--- src/rtl/dac_pkg.sv ---
// Shared constants, types and helpers for the DAC sample-capture and DAC output stage.
package dac_pkg;

  localparam logic [15:0] DAC_MIDSCALE           = 16'h8000;
  localparam int          DEF_NUM_STREAMS        = 8;
  localparam int          DEF_CHANNELS_PER_FRAME = 35;
  localparam int          DEF_PIPE_DELAY         = 2;

  // SPI sequencer state in which the MISO words of the current slot are valid.
  localparam logic [31:0] MS_CAPTURE = 32'd160;

  typedef enum logic [1:0] {
    S_IDLE,
    S_WAIT,
    S_HELD
  } cap_state_e;

  typedef struct packed {
    logic [4:0] stream;
    logic [5:0] channel;
    logic       en;
  } dac_cfg_t;

  // Slot in which the data for command slot ch returns, wrapped back into the frame.
  function automatic logic [5:0] capture_slot(input logic [5:0] ch, input int delay,
                                              input int slots);
    logic [6:0] sum;
    sum = {1'b0, ch} + 7'(delay);
    if (sum >= 7'(slots)) sum = sum - 7'(slots);
    return sum[5:0];
  endfunction

endpackage

--- src/rtl/dac_stream_mux.sv ---
// Combinational DAC source selector: one of NUM_STREAMS MISO words, the manual
// software value, or midscale for any out-of-range selection.
module dac_stream_mux
  import dac_pkg::*;
#(
  parameter int NUM_STREAMS = DEF_NUM_STREAMS
) (
  input  logic [16*NUM_STREAMS-1:0] i_data_stream_flat,
  input  logic [4:0]                i_stream_sel,
  input  logic [15:0]               i_manual,
  output logic [15:0]               o_word
);

  always_comb begin
    // NOTE: o_word gets a value before any branch, so no path can leave it unassigned and infer a latch.
    o_word = DAC_MIDSCALE;
    if (int'(i_stream_sel) == NUM_STREAMS) o_word = i_manual;
    for (int k = 0; k < NUM_STREAMS; k++) begin
      if (int'(i_stream_sel) == k) o_word = i_data_stream_flat[16*k +: 16];
    end
  end

endmodule

--- src/rtl/dac_sample_capture.sv ---
// Picks one amplifier sample per SPI frame and presents it, frame-aligned and held,
// to the DAC output stage together with a frame-aligned enable.
module dac_sample_capture
  import dac_pkg::*;
#(
  parameter int          NUM_STREAMS        = DEF_NUM_STREAMS,
  parameter int          CHANNELS_PER_FRAME = DEF_CHANNELS_PER_FRAME,
  parameter int          PIPE_DELAY         = DEF_PIPE_DELAY,
  parameter logic [31:0] MS_CAPTURE_STATE   = MS_CAPTURE
) (
  input  logic                      dataclk,
  input  logic                      reset,
  input  logic [31:0]               main_state,
  input  logic [5:0]                channel,
  input  logic [16*NUM_STREAMS-1:0] data_stream_flat,
  input  logic [4:0]                stream_sel,
  input  logic [5:0]                channel_sel,
  input  logic [15:0]               DAC_manual,
  input  logic                      cfg_en,
  output logic [15:0]               DAC_input,
  output logic                      DAC_en,
  output logic                      sample_valid,
  output logic                      stale
);

  cap_state_e  r_state;
  cap_state_e  w_state_nxt;
  dac_cfg_t    r_act_cfg;
  logic [15:0] r_shadow;
  logic [15:0] r_dac_input;
  logic        r_dac_en;
  logic        r_sample_valid;
  logic        r_stale;

  logic [5:0]  w_cap_ch;
  logic        w_in_capture_state;
  logic        w_capture;
  logic        w_commit;
  logic [15:0] w_sel_word;

  // Data for the selected channel comes back PIPE_DELAY slots after its command.
  assign w_cap_ch           = capture_slot(r_act_cfg.channel, PIPE_DELAY, CHANNELS_PER_FRAME);
  assign w_in_capture_state = (main_state == MS_CAPTURE_STATE);
  assign w_capture          = w_in_capture_state && (channel == w_cap_ch);
  assign w_commit           = w_in_capture_state && (channel == 6'(CHANNELS_PER_FRAME - 1));

  dac_stream_mux #(
    .NUM_STREAMS(NUM_STREAMS)
  ) u_stream_mux (
    .i_data_stream_flat(data_stream_flat),
    .i_stream_sel      (r_act_cfg.stream),
    .i_manual          (DAC_manual),
    .o_word            (w_sel_word)
  );

  always_ff @(posedge dataclk) begin
    // NOTE: sequential state uses non-blocking assignments so every register samples pre-edge values.
    if (reset) r_state <= S_IDLE;
    else       r_state <= w_state_nxt;
  end

  always_comb begin
    w_state_nxt = r_state;
    case (r_state)
      S_IDLE: if (w_commit) w_state_nxt = S_WAIT;
      S_WAIT: begin
        if (w_commit)       w_state_nxt = S_WAIT;
        else if (w_capture) w_state_nxt = S_HELD;
      end
      S_HELD: if (w_commit) w_state_nxt = S_WAIT;
      default:              w_state_nxt = S_IDLE;
    endcase
  end

  always_ff @(posedge dataclk) begin
    if (reset) begin
      r_act_cfg      <= '0;
      // NOTE: the shadow word is cleared too; it is never presented before a capture, but stays X-free.
      r_shadow       <= '0;
      r_dac_input    <= DAC_MIDSCALE;
      r_dac_en       <= 1'b0;
      r_sample_valid <= 1'b0;
      r_stale        <= 1'b0;
    end else begin
      r_sample_valid <= 1'b0;

      // A capture landing on the commit slot bypasses the shadow below.
      if (w_capture && !w_commit && (r_state != S_IDLE)) r_shadow <= w_sel_word;

      if (w_commit) begin
        r_act_cfg <= '{stream: stream_sel, channel: channel_sel, en: cfg_en};
        // The first commit after reset only loads configuration.
        if (r_state != S_IDLE) begin
          r_dac_en <= r_act_cfg.en;
          if (!r_act_cfg.en) begin
            r_dac_input <= DAC_MIDSCALE;
            r_stale     <= 1'b0;
          end else if (w_capture) begin
            r_dac_input    <= w_sel_word;
            r_sample_valid <= 1'b1;
            r_stale        <= 1'b0;
          end else if (r_state == S_HELD) begin
            r_dac_input    <= r_shadow;
            r_sample_valid <= 1'b1;
            r_stale        <= 1'b0;
          end else begin
            r_stale <= 1'b1;
          end
        end
      end
    end
  end

  assign DAC_input    = r_dac_input;
  assign DAC_en       = r_dac_en;
  assign sample_valid = r_sample_valid;
  assign stale        = r_stale;

endmodule

--- config.mk ---
export PLATFORM = sky130hd
export DESIGN_NAME = dac_sample_capture
export DESIGN_NICKNAME = d
export VERILOG_FILES = /design/src/rtl/dac_pkg.sv /design/src/rtl/dac_stream_mux.sv /design/src/rtl/dac_sample_capture.sv
export SDC_FILE = /design/constraint.sdc
export NUM_CORES = 1
export LEC_CHECK = 0
export BUFFER_PORTS_ARGS = -buffer_cell sky130_fd_sc_hd__buf_2
export CORE_ASPECT_RATIO = 0.6
export CORE_UTILIZATION = 41
export CTS_BUF_LIST = sky130_fd_sc_hd__clkbuf_4
export CTS_CLUSTER_SIZE = 20
export DETAILED_ROUTE_END_ITERATION = 12
export GPL_ROUTABILITY_DRIVEN = 0
export PLACE_DENSITY = 0.88
export SYNTH_ARGS = -nofsm -noshare
export SYNTH_HDL_FRONTEND = slang
export SYNTH_SLANG_ARGS = --single-unit
export TNS_END_PERCENT = 5
--- constraint.sdc ---
create_clock -name dataclk -period 2.8 [get_ports dataclk]
set_input_delay 0.14 -clock dataclk [delete_from_list [all_inputs] [get_ports dataclk]]
set_output_delay 0.14 -clock dataclk [all_outputs]
set_load 0.02 [all_outputs]
# [Word-level counts from Yosys, hierarchy flattened]
# Cells that the tools add are included.
[op_classes] bitwise=3 reduce_logical=13 eq_ne=16 order_cmp=1 addsub=2 muxes=22
[op_table] op="$mux 16" n=12
[op_table] op="$eq 32x8->1 const B" n=1
[op_table] op="$eq 5x4->1 const B" n=4
[op_table] op="$eq 5x3->1 const B" n=2
[op_table] op="$add 6x2->7 const B" n=1
[op_table] op="$ge 7x6->1 const B" n=1
[op_table] op="$eq 6x6->1" n=1
[op_table] op="$eq 6x6->1 const B" n=1
[op_table] op="$mux 2" n=3
[op_table] op="$mux 6" n=1
[op_table] op="$sub 6x6->6 const B" n=1
[op_table] op="$eq 5x2->1 const B" n=1
[op_table] op="$eq 5x5->1 const B" n=1
[op_table] op="$logic_not 5->1" n=1
[op_table] op="$mux 1" n=5
[op_table] op="$logic_and 1x1->1" n=4
[op_table] op="$pmux 2 s2" n=1
[op_table] op="$reduce_and 2->1" n=2
[op_table] op="$reduce_or 4->1" n=1
[op_table] op="$ne 3x1->1 const B" n=1
[op_table] op="$ne 3x3->1 const B" n=1
[op_table] op="$not 1->1" n=3
[op_table] op="$reduce_and 3->1" n=1
[op_table] op="$eq 2x1->1 const B" n=1
[op_table] op="other kinds (6)" n=6
[totals] inputBits=196 regBits=49 word_cells=66

# [Logic depth before layout (Yosys ltp)]
[logic_depth] word_depth=12 depth_mapped=14 ltp_nobuf=10

# [Cells and area by module]
# A second synthesis with hierarchy kept.
[hier_totals] hier_cells=524 hier_area_um2=4276.6
[modules_own_cells] mod="dac_sample_capture" seq_area_each_um2=980.9 area_per_inst_um2=2514.9 cells_each=265 n_inst=1
[modules_own_cells] mod="dac_stream_mux" seq_area_each_um2=0.0 area_per_inst_um2=1761.7 cells_each=259 n_inst=1

# [Worst setup path after synthesis]
# OpenSTA, ideal clock, no wires.
[synth_path] path_kind="register -> register" startpoint="register r_act_cfg[2] (netlist name)" endpoint="register r_shadow[10]" setup_time_ps=128 n_path_buf=2 slack_ps=-105 synth_period_minus_slack_ps=2905 stages_incl_launch_ff=13 arrival_ps=2777 path_cell_list="dfxtp_1 > buf_2 > inv_1 > ha_1 > a21o_1 > o311ai_0 > o21ai_0 > a22oi_2 > mux2i_4 > nand4_4 > buf_2 > mux2i_1 > nor2_1"
[synth_between] elab_chain_cells=7 word_cells_on_any_way=8 cone_classes="add/sub (2); order compare (1); eq/ne (1); mux (1); reduce/logical (3)"
[synth_rtl] element="start, declared" line_no="dac_sample_capture.sv:28" text="dac_cfg_t r_act_cfg;"
[synth_rtl] element="start signal, assigned" line_no="dac_sample_capture.sv:91" text="r_act_cfg <= '{stream: stream_sel, channel: channel_sel, en: cfg_en};"
[synth_rtl] element="$add 6x2->7 (*)" line_no="dac_pkg.sv:28" text="sum = {1'b0, ch} + 7'(delay);"
[synth_rtl] element="$sub 6x6->6 / $ge 7x6->1 (equally long branches)" line_no="dac_pkg.sv:29" text="if (sum >= 7'(slots)) sum = sum - 7'(slots);"
[synth_rtl] element="$mux 6 (*)" line_no="dac_pkg.sv:29"
[synth_rtl] element="$eq 6x6->1 (*)" line_no="dac_sample_capture.sv:44" text="assign w_capture = w_in_capture_state && (channel == w_cap_ch);"
[synth_rtl] element="$logic_and 1x1->1 (*)" line_no="dac_sample_capture.sv:44"
[synth_rtl] element="$logic_and 1x1->1 (*) (2 in series)" line_no="dac_sample_capture.sv:88" text="if (w_capture && !w_commit && (r_state != S_IDLE)) r_shadow <= w_sel_word;"
[synth_rtl] element="end signal, assigned" line_no="dac_sample_capture.sv:88"
[synth_rtl] element="end, declared" line_no="dac_sample_capture.sv:29" text="logic [15:0] r_shadow;"
# Mark *: on every way between the ends. The rest lies on a longest branch, timed or not.
# A chain may end at the register's enable or synchronous reset.

# [Final worst setup path]
[layout_path] startpoint="register r_act_cfg[2] (netlist name)" endpoint="register r_dac_input[14], in the netlist DAC_input[14]"
[layout_between] elab_chain_cells=7 word_cells_on_any_way=10 cone_classes="add/sub (2); order compare (1); eq/ne (2); mux (3); reduce/logical (2)"
[layout_rtl] element="$add 6x2->7 (*)" line_no="dac_pkg.sv:28"
[layout_rtl] element="$sub 6x6->6 / $ge 7x6->1 (equally long branches)" line_no="dac_pkg.sv:29"
[layout_rtl] element="$mux 6 (*)" line_no="dac_pkg.sv:29"
[layout_rtl] element="$eq 6x6->1 (*)" line_no="dac_sample_capture.sv:44"
[layout_rtl] element="$logic_and 1x1->1 (*)" line_no="dac_sample_capture.sv:44"
[layout_rtl] element="$ne 3x1->1 (no line) / $mux 16 (equally long branches)"
[layout_rtl] element="$reduce_and 3->1 (no line) / $mux 16 (equally long branches)"
[layout_rtl] element="end signal, assigned" line_no="dac_sample_capture.sv:99" text="r_dac_input <= w_sel_word;"
[layout_rtl] element="end signal, assigned" line_no="dac_sample_capture.sv:103" text="r_dac_input <= r_shadow;"
[layout_rtl] element="end, declared" line_no="dac_sample_capture.sv:30" text="logic [15:0] r_dac_input;"
# Marks and branches as above.

==> results.sh <==
export IMPL_status="complete, but fails checks"
export IMPL_violations="setup timing"
export IMPL_reg2reg_from="r_act_cfg[2]"
export IMPL_yosysMostFrequentCell="mux2i_1"
export IMPL_synth_cells=422
export IMPL_syn_area_per_cell_um2=8.776
export IMPL_initial_core_util=0.4296
export IMPL_ys_async_sr_fraction=0
export IMPL_routed_wirelength_um=14390
export IMPL_ys_top_cells_by_area="dfxtp_1 (26%), mux2i_1 (16%), nor2_1 (5.3%), a21oi_1 (4.3%), mux4_2 (4.3%)"
export IMPL_power_density_nw_per_um2=273.2
export IMPL_clock_tree_root_cell="clkbuf_4"
export IMPL_antenna_cells=0
export IMPL_core_area_um2=8621
export IMPL_drv_slew=0
export IMPL_hp_class="input port to flip-flop"
export IMPL_period_share=1.004
export IMPL_rsz0062_at_grt="true"
export IMPL_place_hpwl_um=10470
export IMPL_drive_above_1_share=0.4525
export IMPL_yosysUniqueCellTypes=71
export IMPL_wl_per_cell_um=18.84
export IMPL_htreeDepth=2
export IMPL_final_area_um2=5371
export IMPL_p_seq_frac=0.474
export IMPL_grt_util_all_layers=0.2635
export IMPL_rrSetupSlack_ns=-0.01
export IMPL_placed_area_um2=4936
export IMPL_timing_fmax_ghz=0.3558
export IMPL_syn_to_final_growth_pct=45.03
export IMPL_ys_seq_elements=49
export IMPL_portBuffers=214
export IMPL_p_sw_mw=0.3431
export IMPL_routed_via_density=5.950
export IMPL_yosysTopAreaCell="dfxtp_1"
export IMPL_critPathTopFamily="multiplexers"
export IMPL_numCtsBuffers=5
export IMPL_reg2regPathDepth=11
export IMPL_die_y_um=75.62
export IMPL_crit_path_start_kind="flip-flop"
export IMPL_die_area_um2=9430
export IMPL_pre_cts_ws_ns=-0.1867
export IMPL_finalPower_mw=1.467
export IMPL_required_ns=3.08
export IMPL_setup_viol=2
export IMPL_rows=26
export IMPL_overflow=0
export IMPL_fin_util=0.6231
export IMPL_finalHoldViolations=0
export IMPL_synth_warnings=0
export IMPL_endpoint="DAC_input[14]"
export IMPL_cp_depth=11
export IMPL_fin_cells=764
export IMPL_cp_cell_sequence="buf_4 -> ha_4 -> xor2_4 -> nor3_2 -> o21ai_0 -> a22oi_2 -> mux2i_4 -> nand3_4 -> buf_12 -> mux2i_2 -> o2bb2ai_1"
export IMPL_startpoint="r_act_cfg[2]"
export IMPL_grt_max_degree=44
export IMPL_synth_edf_count=0
export IMPL_antenna_left=0
export IMPL_tightestPinTransition_ns=0.8301
export IMPL_switching_share=0.2338
export IMPL_internal_power_mw=1.124
export IMPL_cts_path_max_buffers=2
export IMPL_cp_max_fo=8
export IMPL_synth_seq_area_share=0.2649
export IMPL_hold_depth=4
export IMPL_slowest_delay_ns=0.39
export IMPL_synth_commonest_cells="mux2i_1 (60), nor2_1 (52), dfxtp_1 (49)"
export IMPL_fin_hold_ws_ns=0.2058
export IMPL_vias=4546
export IMPL_fin_crit_ns=2.810
export IMPL_nets=850
export IMPL_cts_tree="yes"
export IMPL_ir_drop_mv=0.1871
export IMPL_fp_dieW_um=124.7
export IMPL_arrival_ns=3.09
export IMPL_skew_ns=0.02150
export IMPL_end_kind="flip-flop"
export IMPL_dp_cells=733
export IMPL_maxSlewHeadroom=0.4454
export IMPL_grt_pass1_wl_um=19750
export IMPL_antenna_found_initial=0
export IMPL_path_clk_slew_ns=0.16
export IMPL_worst_path_buf_inv=2
export IMPL_drc=0
export IMPL_grt_pass1_vias=3991
export IMPL_synth_top_cell_area_share=0.2649
export IMPL_synth_flop_cell="dfxtp_1"
export IMPL_criticalPathCategory="flip-flop to flip-flop"
export IMPL_cap_violations=0
export IMPL_setup_tns_ns=-0.01053
export IMPL_comb_power_share=0.172
export IMPL_first_pass_iters=6
export IMPL_p_clk_frac=0.354
export IMPL_clock_sinks=49
export IMPL_io_pins=215
export IMPL_regToRegEndpoint="DAC_input[14]"
export IMPL_clk_latency_ns=0.39
export IMPL_final_setup_worst_slack_ns=-0.01034
export IMPL_cp_slowest_cell="dfxtp_4"
export IMPL_p_leak_nw=2.484
export IMPL_drt_initial_drc_count=554
export IMPL_syn_nets=621
export IMPL_syn_area_um2=3704
## layout make-up
cell class,count,area (µm²)
well taps,112,140.1
multi-input cells,330,2606
clock inverters,3,65.06
repair buffers,254,1490
flip-flops and latches,49,991.0
fillers,689,3249
clock buffers,5,37.54
inverters,11,41.29
## logic make-up (layout without fill, tap and decap cells)
family          count (synthesis)  after routing  share of synthesized area
simple gates                  121            121                     0.1710
compound gates                117            117                     0.2253
mux                            76             76                     0.2351
flops                          49             49                     0.2649
buf+inv                        43            273                    0.05371
xor+xnor                       13             13                    0.03987
fa+ha+maj                       3              3                    0.01014
## placed cells by master, fill, tap and decap left out, types with 8 or more instances in the layout
cell	n
nor2_1	52
dlygate4sd3_1	12
buf_4	21
nand2_1	14
dfxtp_1	45
inv_1	9
a22oi_1	9
mux2i_1	58
o21ai_0	12
o2bb2ai_1	16
nand3_1	8
buf_2	214
o221ai_1	8
a21oi_1	32
## power by group through the flow
stage	Clock (mW)	Combinational [mW]	Sequential, mW
global route	0.555	0.270	0.696
floorplan	0	0.0726	0.713
detailed placement	0	0.231	0.713
finish	0.520	0.252	0.695
CTS	0.523	0.245	0.697
global placement	0	0.223	0.713
## worst min-delay path: stages
cell     delay [ns]
buf_2          0.07
a311o_1        0.19
mux2i_1        0.08
nor2_1         0.07
## state kept, by name (all words and copies together), names as in the netlist
| signal | flops |
|---|---|
| stale | 1 |
| DAC_en | 1 |
| sample_valid | 1 |
| DAC_input | 16 |
| r_state | 2 |
| r_shadow | 16 |
| r_act_cfg | 12 |
## worst min-delay path by stage
stage,slack (ns),end,from
2_1_floorplan,0.29,r_act_cfg[0],cfg_en
6_report,0.21,r_shadow[8],data_stream_flat[24]
3_3_place_gp,0.38,r_act_cfg[6],channel_sel[5]
5_1_grt,0.22,r_shadow[14],data_stream_flat[78]
4_1_cts,0.16,r_shadow[14],data_stream_flat[78]
3_5_place_dp,0.38,r_act_cfg[6],channel_sel[5]
## layer usage
metal	GRT usage	up-vias	wire, µm	share of wire
met3	0.05126	50	1211	0.084
li1	-	2054	-	-
met1	0.3612	2145	6043	0.42
met2	0.4334	297	6745	0.47
met5	0	-	0	0
met4	0.06560	0	391	0.027
## repair_timing
action	4_1_cts	5_1_grt
gates resized for setup	4	17
setup endpoints to repair	35	36
cloned	0	2
buffers inserted	1	8
hold endpoints to repair	12	0
hold buffers	12	0
pin swaps	1	6
Note: power is estimated with default switching activity, not from simulation.
